**config.mk**
```make
export PLATFORM = sky130hd
export DESIGN_NAME = traffic_sink
export DESIGN_NICKNAME = d
export VERILOG_FILES = /design/src/rtl/traffic_sink.sv
export SDC_FILE = /design/constraint.sdc
export NUM_CORES = 1
export LEC_CHECK = 0
export CAP_MARGIN = 25
export CORE_UTILIZATION = 23
export DETAILED_ROUTE_END_ITERATION = 6
export GPL_TIMING_DRIVEN = 0
export PLACE_DENSITY = 0.37
export REMOVE_ABC_BUFFERS = 1
export SETUP_SLACK_MARGIN = 0.3
export SYNTH_ARGS = -nofsm -noshare
export SYNTH_HDL_FRONTEND = slang
export SYNTH_SLANG_ARGS = --single-unit
```
**constraint.sdc**
```tcl
create_clock -name clk -period 6.3 [get_ports clk]
set_clock_uncertainty 0.15 [all_clocks]
set_input_delay 0.945 -clock clk [delete_from_list [all_inputs] [get_ports clk]]
set_output_delay 0.945 -clock clk [all_outputs]
set_load 0.02 [all_outputs]
```
**src/rtl/traffic_sink.sv**
```systemverilog
// traffic_sink: NoC receive endpoint. Accepts flits over valid/ready, reassembles
// head/body/tail packets, checks destination and framing, and keeps saturating
// packet/flit/error/latency statistics. Optional LFSR backpressure.
module traffic_sink #(
   parameter int unsigned DATA_BITS = 32,
   parameter int unsigned ADDR_BITS = 4,
   parameter int unsigned MY_ADDR   = 0,
   parameter int unsigned TS_BITS   = 16,
   parameter int unsigned CNT_BITS  = 16,
   parameter logic [15:0] LFSR_SEED = 16'hACE1
) (
   input  logic                 clk,
   input  logic                 reset,
   input  logic                 in_valid,
   input  logic [1:0]           in_type,
   input  logic [DATA_BITS-1:0] in_data,
   output logic                 in_ready,
   input  logic                 stall_en,
   output logic                 busy,
   output logic [CNT_BITS-1:0]  rx_packets,
   output logic [CNT_BITS-1:0]  rx_flits,
   output logic [CNT_BITS-1:0]  err_count,
   output logic [31:0]          lat_sum,
   output logic [TS_BITS-1:0]   lat_max
);

   typedef enum logic [0:0] {StIdle, StBody} state_t;

   localparam logic [1:0] TypeBody   = 2'b00;
   localparam logic [1:0] TypeTail   = 2'b01;
   localparam logic [1:0] TypeHead   = 2'b10;
   localparam logic [1:0] TypeSingle = 2'b11;

   localparam logic [ADDR_BITS-1:0] MyAddr = ADDR_BITS'(MY_ADDR);

   state_t               state_q, state_d;
   logic [TS_BITS-1:0]   ts_q, ts_d;
   logic                 bad_q, bad_d;
   logic [TS_BITS-1:0]   now_q;
   logic [15:0]          lfsr_q, lfsr_d;
   logic [CNT_BITS-1:0]  pkt_q, pkt_d;
   logic [CNT_BITS-1:0]  flit_q, flit_d;
   logic [CNT_BITS-1:0]  err_q, err_d;
   logic [31:0]          lsum_q, lsum_d;
   logic [TS_BITS-1:0]   lmax_q, lmax_d;

   logic                 accept;
   logic [ADDR_BITS-1:0] dest;
   logic [TS_BITS-1:0]   ts_in;
   logic                 dest_ok;
   logic                 good;
   logic [1:0]           err_inc;
   logic [TS_BITS-1:0]   lat_ts;
   logic [TS_BITS-1:0]   latency;
   logic                 unused_data;

   assign dest        = in_data[ADDR_BITS-1:0];
   assign ts_in       = in_data[ADDR_BITS+TS_BITS-1:ADDR_BITS];
   assign dest_ok     = (dest == MyAddr);
   assign unused_data = ^in_data;

   // Ready depends only on the LFSR register and the stall mode; forced low in reset.
   assign in_ready = reset & (~stall_en | (lfsr_q[1:0] != 2'b00));
   assign accept   = in_valid & in_ready;

   // Fibonacci LFSR, taps 16,14,13,11 (shift-right form).
   assign lfsr_d = {lfsr_q[0] ^ lfsr_q[2] ^ lfsr_q[3] ^ lfsr_q[5], lfsr_q[15:1]};

   // Packet FSM: decode the accepted flit into state change, good-packet and error events.
   always_comb begin
      state_d = state_q;
      ts_d    = ts_q;
      bad_d   = bad_q;
      good    = 1'b0;
      err_inc = 2'd0;
      lat_ts  = ts_in;
      if (accept) begin
         unique case (state_q)
            StIdle: begin
               case (in_type)
                  TypeSingle: begin
                     if (dest_ok) good = 1'b1;
                     else         err_inc = 2'd1;
                  end
                  TypeHead: begin
                     ts_d    = ts_in;
                     bad_d   = ~dest_ok;
                     state_d = StBody;
                  end
                  default: err_inc = 2'd1;
               endcase
            end
            StBody: begin
               case (in_type)
                  TypeBody: ;
                  TypeTail: begin
                     if (bad_q) err_inc = 2'd1;
                     else       good = 1'b1;
                     lat_ts  = ts_q;
                     state_d = StIdle;
                  end
                  TypeHead: begin
                     // Abort the open packet and start a new one.
                     err_inc = 2'd1;
                     ts_d    = ts_in;
                     bad_d   = ~dest_ok;
                  end
                  default: begin
                     // Aborting single: abort error plus its own address error if any.
                     err_inc = dest_ok ? 2'd1 : 2'd2;
                     good    = dest_ok;
                     state_d = StIdle;
                  end
               endcase
            end
            default: state_d = StIdle;
         endcase
      end
   end

   assign latency = now_q - lat_ts;

   // Saturating statistics next-state.
   always_comb begin
      logic [CNT_BITS:0] pkt_sum;
      logic [CNT_BITS:0] flit_sum;
      logic [CNT_BITS:0] err_sum;
      logic [32:0]       lsum_sum;
      pkt_sum  = {1'b0, pkt_q} + (CNT_BITS+1)'(good);
      flit_sum = {1'b0, flit_q} + (CNT_BITS+1)'(accept);
      err_sum  = {1'b0, err_q} + (CNT_BITS+1)'(err_inc);
      lsum_sum = {1'b0, lsum_q} + (good ? 33'(latency) : 33'd0);
      pkt_d    = pkt_sum[CNT_BITS]  ? '1 : pkt_sum[CNT_BITS-1:0];
      flit_d   = flit_sum[CNT_BITS] ? '1 : flit_sum[CNT_BITS-1:0];
      err_d    = err_sum[CNT_BITS]  ? '1 : err_sum[CNT_BITS-1:0];
      lsum_d   = lsum_sum[32]       ? '1 : lsum_sum[31:0];
      lmax_d   = (good && (latency > lmax_q)) ? latency : lmax_q;
   end

   // State, timestamp clock, LFSR and statistics registers.
   always_ff @(posedge clk or negedge reset) begin
      if (!reset) begin
         state_q <= StIdle;
         ts_q    <= '0;
         bad_q   <= 1'b0;
         now_q   <= '0;
         lfsr_q  <= LFSR_SEED;
         pkt_q   <= '0;
         flit_q  <= '0;
         err_q   <= '0;
         lsum_q  <= '0;
         lmax_q  <= '0;
      end else begin
         state_q <= state_d;
         ts_q    <= ts_d;
         bad_q   <= bad_d;
         now_q   <= now_q + 1'b1;
         lfsr_q  <= lfsr_d;
         pkt_q   <= pkt_d;
         flit_q  <= flit_d;
         err_q   <= err_d;
         lsum_q  <= lsum_d;
         lmax_q  <= lmax_d;
      end
   end

   assign busy       = (state_q == StBody);
   assign rx_packets = pkt_q;
   assign rx_flits   = flit_q;
   assign err_count  = err_q;
   assign lat_sum    = lsum_q;
   assign lat_max    = lmax_q;

endmodule

```
Word level (Yosys, flattened, before mapping)
Cells that the tools add are included.
W data, S select, Z words.

storage, ports and cells
  word-level logic and storage cells = 61
  output and inout bits = 98
  bits of input ports = 38
  register bits = 146

cells by class
  mux-type cells = 26
  reduce and logical (&&, ||, !) cells = 6
  bitwise logic cells = 9
  $lt $le $gt $ge = 1
  eq/ne operators = 3
  add/subtract/negate cells = 6

operator list
  cell                     number
  $mux W16                 8
  $add A16 B1 Y17          2
  $add A32 B16 Y33         1
  $mux W32                 1
  $add A16 B2 Y17          1
  $add A16 B1 Y16 const B  1
  $gt A16 B16 Y1           1
  $sub A16 B16 Y16         1
  $mux W1                  9
  $pmux W1 S2              4
  $pmux W2 S3              1
  $eq A2 B2 Y1 const B     2
  $logic_not A4 Y1         1
  $mux W2                  2
  $pmux W2 S2              1
  $not A1 Y1               3
  $xor A1 B1 Y1            3
  $and A1 B1 Y1            2
  $eq A2 B1 Y1 const B     1
  $logic_not A2 Y1         1
  $reduce_and A2 Y1        1
  $reduce_bool A2 Y1       1
  $reduce_or A2 Y1         1
  $logic_and A1 B1 Y1      1
  $or A1 B1 Y1             1

Logic depth before layout (Yosys ltp)
Gate-level depths: netlist of run 1.

  depth in word-level cells = 9
  depth in mapped cells = 23
  gate-level depth less buffers = 21

Worst setup path after synthesis of run 1
Ideal clock, no wire load.

  path kind = input-to-reg
  from = input port stall_en
  to = register lsum_q[27] (netlist: lat_sum[27])
  data arrival time = 5.285 ns
  path slack = 0.738 ns
  path buffers = 0
  library setup time = 0.128 ns
  stages on the path = 21
  required time = 6.022 ns
  path through = nor3b_2 -> nor2_4 -> nand4b_2 -> mux2_2 -> ha_1 -> fa_1 -> nor2b_1 -> o31a_1 -> o21ai_2 -> or2_2 -> a31oi_1 -> xor2_1 -> and2_1 -> ha_1 -> and3_1 -> a221o_1 -> a21oi_2 -> o31ai_4 -> and2_1 -> nand3_1 -> mux2_1

between the ends
  word-level cells in the longest chain between the ends = 9
  elaborated cells on any way between the ends = 10
  those cells by class = add/sub: 2; mux: 4; bitwise: 4

RTL lines
  element               line  text
  start, declared       18    input logic stall_en,
  $not A1 Y1            63    assign in_ready = reset & (~stall_en | (lfsr_q[1:0] != 2'b00));
  $or A1 B1 Y1          63
  $and A1 B1 Y1         63
  $and A1 B1 Y1         64    assign accept = in_valid & in_ready;
  $mux W16              77    if (accept) begin
  $sub A16 B16 Y16      121   assign latency = now_q - lat_ts;
  net latency[14]       54    logic [TS_BITS-1:0] latency;
  $mux W16              132   lsum_sum = {1'b0, lsum_q} + (good ? 33'(latency) : 33'd0);
  $add A32 B16 Y33      132
  $mux W32              136   lsum_d = lsum_sum[32] ? '1 : lsum_sum[31:0];
  net lsum_d[27]        44    logic [31:0] lsum_q, lsum_d;
  end signal, assigned  162   lsum_q <= lsum_d;
  end, declared         44

The timed path passes the listed nets, and every way through them passes these cells.
A chain may end at the register's enable or synchronous reset.

Worst setup path after layout of run 1
Ends and elaborated chain as after synthesis.

==> results of run 1 <==
synthesized netlist by cell type (12+ instances only):
library cell,n,area (µm²)
and2_1,21,131
inv_1,37,139
mux2_2,26,293
nor2b_1,13,81.3
and3_1,17,106
o21a_1,12,90.1
a21o_1,17,128
nor2_1,39,146
dfrtp_1,138,3450
mux2i_1,18,180
nand3_1,43,215
xor2_1,36,315
nand4_1,21,131
a21oi_1,48,240
o21ai_0,15,75.1
nand2_1,97,364
a31oi_1,13,81.3
ha_1,55,688
xnor2_1,37,324
path summary, 6_finish.rpt:
kind / endpoint / depth (start not counted) / from
hold reg to reg: lfsr_q[7] / 0 / lfsr_q[8]
setup reg to reg: lat_sum[27] / 22 / lfsr_q[0]
min in group clk: lfsr_q[7] / 0 / lfsr_q[8]
hold / removal: lat_sum[20] / 1 / reset
setup / recovery: lat_sum[27] / 23 / stall_en
max in group asynchronous: lfsr_q[5] / 2 / reset
power groups by stage:
stage / logic, W / registers [W] / clock network [W]
floorplan: 0.000286 / 0.00125 / 0
global placement: 0.000684 / 0.00118 / 0
detailed placement: 0.000689 / 0.00118 / 0
CTS: 0.000707 / 0.00116 / 0.00111
global route: 0.000779 / 0.00118 / 0.00114
finish: 0.000707 / 0.00116 / 0.00105
metrics by stage:
stage / power [W] / TNS, ns / hold slack (ns) / setup slack [ns] / area, µm²
after floorplan: 0.00154 / 0 / 0.181 / 0.242 / 8250
after CTS: 0.00297 / 0 / 0.175 / 0.304 / 10900
after global placement: 0.00186 / -1013.78 / 0.184 / -7.88 / 10100
after global routing: 0.00309 / 0 / 0.185 / 0.287 / 11100
after detailed placement: 0.00186 / -81.64 / 0.187 / -2.00 / 10100
final: 0.00292 / 0 / 0.197 / 0.577 / 11100
per-layer routing:
| layer | wire length, µm | vias up | part of all wire (%) | track usage, % |
|---|---|---|---|---|
| met4 | 311 | 2 | 1.3 | 4.54 |
| li1 | - | 3183 | - | - |
| met1 | 11300 | 3146 | 49 | 17.9 |
| met5 | 13 | - | 0.056 | 0 |
| met2 | 10800 | 83 | 46 | 20.1 |
| met3 | 768 | 16 | 3.3 | 2.69 |
registers in the layout (all words and copies together), names as in the netlist:
name        flops
lat_sum        32
err_count      16
lat_max        16
lfsr_q         16
now_q          16
rx_flits       16
rx_packets     16
ts_q           16
bad_q           1
busy            1
worst reg2reg max path: cells and delay by family (launching register included):
| family | cells | cell delay (ns) |
|---|---|---|
| adders and majority gates | 2 | 0.55 |
| AOI/OAI and AO/OA | 7 | 1.45 |
| and+or+nand+nor | 8 | 1.33 |
| xor gates and xnor gates | 1 | 0.26 |
| buffers and inverters | 2 | 0.34 |
| muxes | 2 | 0.47 |
| DFF | 1 | 0.57 |
layout make-up:
class,count,area (µm²)
Timing Repair Buffer,144,1550
Inverter,37,139
Clock buffer,17,425
Fill cell,3709,24500
Clock inverter,15,170
Sequential cell,146,3660
Multi-Input combinational cell,620,4610
Tap cell,461,577
kinds of logic after synthesis:
logic type	Yosys count	share of synthesized area [%]
multiplexers	53	7.25
XOR/XNOR	73	7.67
AND/OR/NAND/NOR	295	18.2
adder cells (fa/ha/maj)	58	8.97
AO/OA/AOI/OAI	140	11.3
buffers and inverters	52	2.75
flip-flops	146	43.9
cells in the final DEF (no fill, tap or decap), types with 4 or more instances in the layout:
cell,netlist,layout
nor3_1,9,9
o21a_1,12,12
clkbuf_16,0,18
a31oi_1,13,12
and3_1,17,16
and2_1,21,20
clkdlybuf4s50_1,0,122
mux2i_1,18,16
buf_4,0,14
mux2_4,8,8
nand3_1,43,43
nand2_1,97,97
o21ai_0,15,14
dfstp_2,8,8
inv_1,37,37
and4_1,6,6
a211oi_1,4,4
nor2_1,39,38
nor2b_1,13,12
a21oi_1,48,47
inv_6,0,7
nand2b_1,9,9
dfrtp_1,138,138
xnor2_1,37,36
nand4_1,21,21
mux2_2,26,26
ha_1,55,51
xor2_1,36,35
a21o_1,17,16
timing repair:
item / 4_1_cts / 5_1_grt
setup buffers: 8 / 7
pin swaps: 6 / 12
gates cloned: 4 / 1
gates resized for setup: 9 / 22
setup endpoints to repair: 48 / 41
==> flow_summary_export.csv, run 1 <==
group,metric,value,unit
logic_synthesis,ys.flop_type,"dfrtp_1",
placed_design,portBuffers,123,
sta,min_period,5.72,ns
sta,max-slew-margin-rel,39.5,%
critical_path,critical_path.max_fanout,8,
sta,hold_viol,0,
worst_hold_path,hp-class,"in -> async",
logic_synthesis,yosysWarnings,0,
logic_synthesis,syn_area_per_cell,10.2,µm²
pwr,peakVddDrop,0.183,mV
sta,finalCritPeriodShare,90.8,%
layout,stdcell_count,1440,
pwr,comb_power_share,24.2,%
outcome,violations,"DRC",
placed_design,place.gp.congestion,0.781,
clock_tree,path_clk_slew,0.06,ns
floorplan,num_rows,69,
sta,tightest_slew,0.907,ns
layout,areaGrowthSynthToFinish,33.5,%
critical_path,worstPathCellList,"clkdlybuf4s50_1, nor3b_4, nor2_4, nand4b_4, buf_4, mux2_2, inv_1, ha_1, nor2b_1, o31a_2, o32ai_2, o31a_1, o21ai_1, xor2_1, and2_1, ha_2, and3_1, a221o_1, a21oi_2, o31ai_4, and2_4, nand3_1, mux2_1",
placed_design,dp_cells,1388,
layout,layout.nets,1062,
pwr,switching_share,31.6,%
routing,vias,6430,
clock_tree,clk_latency,0.44,ns
clock_tree,cts_sinks,146,
run,maxCapViolations,0,
logic_synthesis,syn-cell-area,0.00834,mm²
pwr,p_clk_share,36.1,%
critical_path,required,6.46,ns
routing,ant_nets,0,
floorplan,start_util,23.4,%
sta,slew_viol_final,0,
critical_path,critPathKind,"in -> reg",
global_route,grt_max_degree,51,
pwr,p_int,0.00200,W
logic_synthesis,seq_area_frac_synth,43.9,%
pwr,power_frac_seq,39.6,%
routing,wire_per_inst,16.1,µm
logic_synthesis,synth.distinct_cells,65,
sta,fmax,0.175,GHz
logic_synthesis,syn_inst,817,
layout,final_core_util,31.2,%
sta,rsz0062_at_grt,"yes",
clock_tree,max-clock-path-buffers,2,
routing,drc,6,
pwr,p_sw,0.000922,W
layout,num_antenna_cells,0,
clock_tree,htree_levels,4,
global_route,grt_pass1_wl,36.6,mm
critical_path,cp-start-kind,"input port",
floorplan,die_h,192,µm
critical_path,slowest_stage,"clkdlybuf4s50_1",
routing,drt_iter0_drc,230,
floorplan,io_pins,136,
clock_tree,cts_hold_buffers,0,
global_route,grt_util_all_layers,13.0,%
routing,drt_wl_total,23.2,mm
critical_path,max_stage_delay,0.46,ns
floorplan,die_w,192,µm
critical_path,path_buf_inv,3,
global_route,overflow,0,
logic_synthesis,synth_edf_count,0,
pwr,p_leak,5.15,nW
placed_design,place_hpwl,16.0,mm
routing,first_pass_iters,6,
outcome,status,"complete, but fails checks",
clock_tree,cts_tree,"built",
logic_synthesis,synth.ff_latch_count,146,
critical_path,cp.arrival,5.89,ns
global_route,first_global_vias,6598,
floorplan,dieArea,0.0370,mm²
critical_path,critPathTopFamily,"compound AO/OA/AOI/OAI gates",
critical_path,endpoint_kind,"register",
critical_path,r2r_setup_slack,1.07,ns
global_route,antenna_found_initial,1,
layout,drive_above_1_share,13.6,%
logic_synthesis,async_reset_ff_share,100,%
pwr,power.density,262,mW/mm²
sta,setup_violations,0,
floorplan,coreArea,0.0357,mm²
routing,via_per_inst,4.47,
clock_tree,root_buffer,"clkbuf_16",
clock_tree,cts_buffers,17,
No activity file was read; power rests on OpenSTA's default activity.
==> inputs of run 2 (changes only) <==
Settings changed: CELL_PAD_IN_SITES_DETAIL_PLACEMENT set to 2, CELL_PAD_IN_SITES_GLOBAL_PLACEMENT set to 2, PLACE_DENSITY 0.37 to 0.54.
==> run 2 against run 1 <==
Compared with the run above: the flow still finishes with violations (DRC); cell count is 0.69% higher; sequential share of layout area is 0.24 points lower; combinational power up 3.7%; wire length rose by 12%; non-clock buffer count increased by 10; critical path depth decreased by 1; hold slack lost 0.013 ns; maximum frequency is 0.86% lower; total power rose by 1.2%.
==> flow_summary_export.csv, run 2 (same netlist as run 1, synthesis figures left out) <==
group,metric,value,unit
global_route,first_global_vias,7150,
routing,drt_wl_total,26.1,mm
floorplan,dieArea,0.0370,mm²
sta,finalCritPeriodShare,91.6,%
sta,fmax,0.173,GHz
global_route,grt_util_all_layers,14.8,%
layout,final_core_util,31.4,%
pwr,power.density,263,mW/mm²
sta,fin_ws,0.528,ns
critical_path,endpoint_kind,"register",
outcome,violations,"DRC",
clock_tree,cts_sinks,146,
critical_path,startpoint,"stall_en",
layout,areaGrowthSynthToFinish,34.5,%
layout,mostFrequentLayoutCells,"138 x dfrtp_1, 122 x clkdlybuf4s50_1, 97 x nand2_1",
clock_tree,path_clk_slew,0.07,ns
layout,largest_reg_flops,32,
critical_path,slowest_stage,"clkdlybuf4s50_1",
sta,slew_viol_final,0,
worst_hold_path,hp-class,"in -> async",
critical_path,worstPathCellList,"clkdlybuf4s50_1, nor3b_4, nor2_4, nand4b_4, buf_6, mux2i_1, ha_2, o21a_1, o31a_2, o32ai_2, o31a_1, o21ai_1, xor2_1, and2_1, ha_2, and3_1, a221o_1, a21oi_2, o31ai_4, and2_1, nand3_1, mux2_1",
layout,layout.nets,1072,
floorplan,die_h,192,µm
global_route,grt_pass1_wl,41.0,mm
pwr,p_leak,5.22,nW
critical_path,r2r_start,"lfsr_q[0]",
sta,rsz0062_at_grt,"yes",
floorplan,die_w,192,µm
layout,final_area,0.0112,mm²
sta,max-slew-margin-rel,38.0,%
global_route,grt_max_degree,39,
critical_path,cp.arrival,5.95,ns
layout,drive_above_1_share,14.9,%
clock_tree,htree_levels,4,
pwr,peakVddDrop,0.192,mV
clock_tree,max-clock-path-buffers,2,
clock_tree,clk_latency,0.45,ns
clock_tree,cts_hold_buffers,0,
floorplan,num_rows,69,
sta,timing.setup.tns,0,ns
sta,tightest_slew,0.930,ns
routing,drt_iter0_drc,185,
placed_design,place_hpwl,18.2,mm
placed_design,placedInstanceArea,0.0101,mm²
global_route,overflow,0,
placed_design,portBuffers,123,
outcome,status,"complete, but fails checks",
floorplan,io_pins,136,
pwr,p_total,0.00295,W
critical_path,critPathKind,"in -> reg",
routing,drc,8,
floorplan,start_util,23.4,%
critical_path,max_stage_delay,0.41,ns
routing,wire_per_inst,18.0,µm
clock_tree,cts_tree,"built",
floorplan,coreArea,0.0357,mm²
critical_path,required,6.48,ns
sta,hold_viol,0,
clock_tree,root_buffer,"clkbuf_16",
placed_design,place.gp.congestion,0.708,
run,maxCapViolations,0,
critical_path,critical_path.max_fanout,8,
sta,min_period,5.77,ns
layout,final_common_cell,"dfrtp_1",
critical_path,cp-start-kind,"input port",
global_route,antenna_found_initial,0,
routing,via_per_inst,4.60,
sta,setup_violations,0,
routing,first_pass_iters,7,
routing,vias,6675,
placed_design,preCtsSetupSlack,-2.08,ns
clock_tree,cts_buffers,17,
layout,num_antenna_cells,0,
routing,ant_nets,0,
[run 2: cell types whose count changed in the layout (fill, tap and decap cells not counted), moves of 2 or more]
cell	before	now
ha_1	51	47
mux2_2	26	24
a21oi_2	1	4
buf_6	0	3
a21oi_1	47	45
ha_2	2	6
clkinv_4	2	4
inv_6	7	4
mux2_4	8	10
buf_4	14	22
[run 2: what timing repair did]
action	4_1_cts	5_1_grt
gates resized for setup	9	31
setup buffers	8	17
endpoints found under the setup margin	48	47
gates cloned	5	0
pin swaps	5	14
[run 2: cell type report]
class	instances	area (µm²)
Timing Repair Buffer	154	1630
Inverter	37	139
Sequential cell	146	3660
Tap cell	461	577
Clock buffer	17	425
Clock inverter	15	173
Multi-Input combinational cell	620	4610
Fill cell	3913	24400
[run 2: metrics by stage]
| step | std cells | hold WS [ns] |
|---|---|---|
| floorplan | 802 | 0.181 |
| global placement | 1386 | 0.186 |
| detailed placement | 1388 | 0.186 |
| CTS | 1433 | 0.154 |
| global route | 1450 | 0.156 |
| finish | 1450 | 0.184 |
[run 2: worst paths after layout]
| kind | endpoint | slack, ns | cells after the start |
|---|---|---|---|
| setup / recovery | lat_sum[27] | 0.53 | 22 |
| hold reg to reg | lfsr_q[13] | 0.20 | 0 |
| max in group asynchronous | rx_packets[9] | 5.26 | 2 |
| min in group clk | lfsr_q[13] | 0.20 | 0 |
| setup reg to reg | lat_sum[27] | 0.98 | 21 |
| hold / removal | rx_flits[8] | 0.18 | 1 |
[run 2: per-layer routing]
metal / part of all wire, % / up-vias / GRT usage (%)
li1: - / 3189 / -
met1: 48 / 3389 / 19.7
met2: 47 / 79 / 23.3
met3: 3.2 / 18 / 3.33
met4: 1.5 / 0 / 5.21
met5: 0 / - / 0
[run 2: power by group]
group | switching, W | internal, W
combinational | 0.000380 | 0.000353
clock | 0.000469 | 0.000595
sequential | 0.000104 | 0.00105
total | 0.000953 | 0.00200
[run 2: worst max-delay path: cells and delay by family]
family	cells	cell delay, ns
simple gates	7	1.26
buf+inv	2	0.65
xor+xnor	1	0.29
fa+ha+maj	2	0.69
compound gates	8	1.65
mux	2	0.45
==> edit: new RTL, config.mk and constraints of run 2 <==
Reset style: synchronous (`reset`), changed in one clocked block.
--- a/src/rtl/traffic_sink.sv
+++ b/src/rtl/traffic_sink.sv
@@ -139,5 +139,5 @@
 
    // State, timestamp clock, LFSR and statistics registers.
-   always_ff @(posedge clk or negedge reset) begin
+   always_ff @(posedge clk) begin
       if (!reset) begin
          state_q <= StIdle;
Check against the original RTL: differs if reset is asserted again (counterexample within 4 cycles, from zero or initial values and one cycle with reset low); with reset held inactive, the same outputs for 4 cycles.
==> edit against run 2 <==
Area after synthesis fell by 4.4%; global-route usage decreased by 0.13 points; sequential cell count is the same; fmax rose by 1.3%; sequential share of layout area down 4.9 points; synthesized cell count increased by 15%; final area decreased by 6.2%; worst setup slack better by 0.074 ns; wire length down 5.4%; non-clock buffer count down 15.
Power is not compared: it rests on default switching activity, and its combinational part moved more than twofold at a synthesized area within 25%.
==> edit: results (changes against run 2) <==
- The final-layout non-clock buffer area share came to 13.5% (was 14.5%).
- The placed wire-length estimate after detailed placement is 18,600 um (was 18,200 um).
- The met3 capacity usage during global routing was 3.74% (was 3.33%).
- The number of clock buffer instances in the layout is 19 (was 17).
- The share of synthesized registers carrying an async set or reset is 0% (was 100%).
- The multi-input logic area is 4840 um^2 (was 4610 um^2).
- The number of well-tap cells placed was 448 (was 461).
- The area overhead of the layout relative to synthesis is 32.0% (was 34.5%).
- The mean post-synth cell area is 8.52 um^2 (was 10.2 um^2).
- The met2 demand-to-capacity share in global routing came to 24.7% (was 23.3%).
- The final-stage net count is 1,160 (was 1,072).
- The number of instances in the placed design is 1,483 (was 1,388).
- The critical path startpoint is reset (was stall_en).
- The multi-input combinational cell count is 706 (was 620).
- Status: completed (was finished with violations).
- The standard cell area after detailed placement was 9750 um^2 (was 10,100 um^2).
- The measured slew at the worst slew-check pin is 0.921 ns (was 0.930 ns).
- The worst-path maximum fanout was 24 (was 8).
- Leading cell types by total area after synthesis: dfxtp_1 37%, ha_1 8.6%, a21oi_1 5.0% (was dfrtp_1 41%, ha_1 8.3%, nand2_1 4.4%).
- The reg-to-reg critical path startpoint is lfsr_q[0] (unchanged).
- The critical path data arrival time is 5.88 ns (was 5.95 ns).
- The pin count of the biggest net entering global routing is 57 (was 39).
- The number of library cell types mapped by synthesis is 69 (was 65).
- The overall global routing resource usage is 14.6% (was 14.8%).
- The sequential-to-total area share from yosys stat came to 36.7% (was 43.9%).
- The number of vias per cell is 4.64 (was 4.60).
- The worst reg-to-reg path cell count is 18 (was 21).
- The final antenna diode count is 1 (was 0).
## edit: cell types whose count changed in the layout (fill, tap and decap cells not counted), sizes merged, moves of 15 or more
cell,delta
mux2,-33
nand2,-29
nand3,-16
dfxtp,+146
nor2,+65
dfrtp,-138
a21oi,+31
mux2i,+16
inv,+15
## edit: per-layer routing
layer | up-vias | share of wire, %
li1 | 3526 | -
met1 | 3444 | 49
met2 | 102 | 47
met3 | 11 | 3.7
met4 | 0 | 0.76
met5 | - | 0
## edit: cell families (layout without fill, tap and decap cells)
logic type	after synthesis	count (layout)	synth area share, %
adders and majority gates	58	58	9.38
buffers and inverters	84	225	4.16
and+or+nand+nor	335	335	20.6
AOI/OAI and AO/OA	211	211	17.4
xor gates and xnor gates	66	66	7.25
muxes	36	36	4.55
DFF	146	146	36.7
other	0	1	0
## edit: worst max-delay path, stage by stage
cell      delay, ns
clkbuf_4       0.30
buf_16         0.21
and2_1         0.18
nand4_1        0.21
buf_12         0.21
buf_8          0.15
mux2i_1        0.20
ha_1           0.32
or3_1          0.36
o21ai_0        0.17
a211oi_2       0.12
o211a_1        0.23
o211ai_1       0.33
nor2_1         0.10
ha_2           0.39
nand2_1        0.08
or3_1          0.36
o211a_1        0.27
a211o_4        0.40
o311a_1        0.29
## edit: path summary, 6_finish.rpt
path | endpoint | slack (ns)
hold reg to reg | lfsr_q[10] | 0.26
hold / removal | lfsr_q[10] | 0.26
setup reg to reg | lat_sum[31] | 0.97
setup / recovery | lat_sum[31] | 0.60
## edit: what timing repair did
action | in CTS | in global routing
resized for setup | 12 | 19
pin swaps | 3 | 7
endpoints found under the setup margin | 48 | 44
endpoints found under the hold margin | 0 | 0
setup buffers | 6 | 4
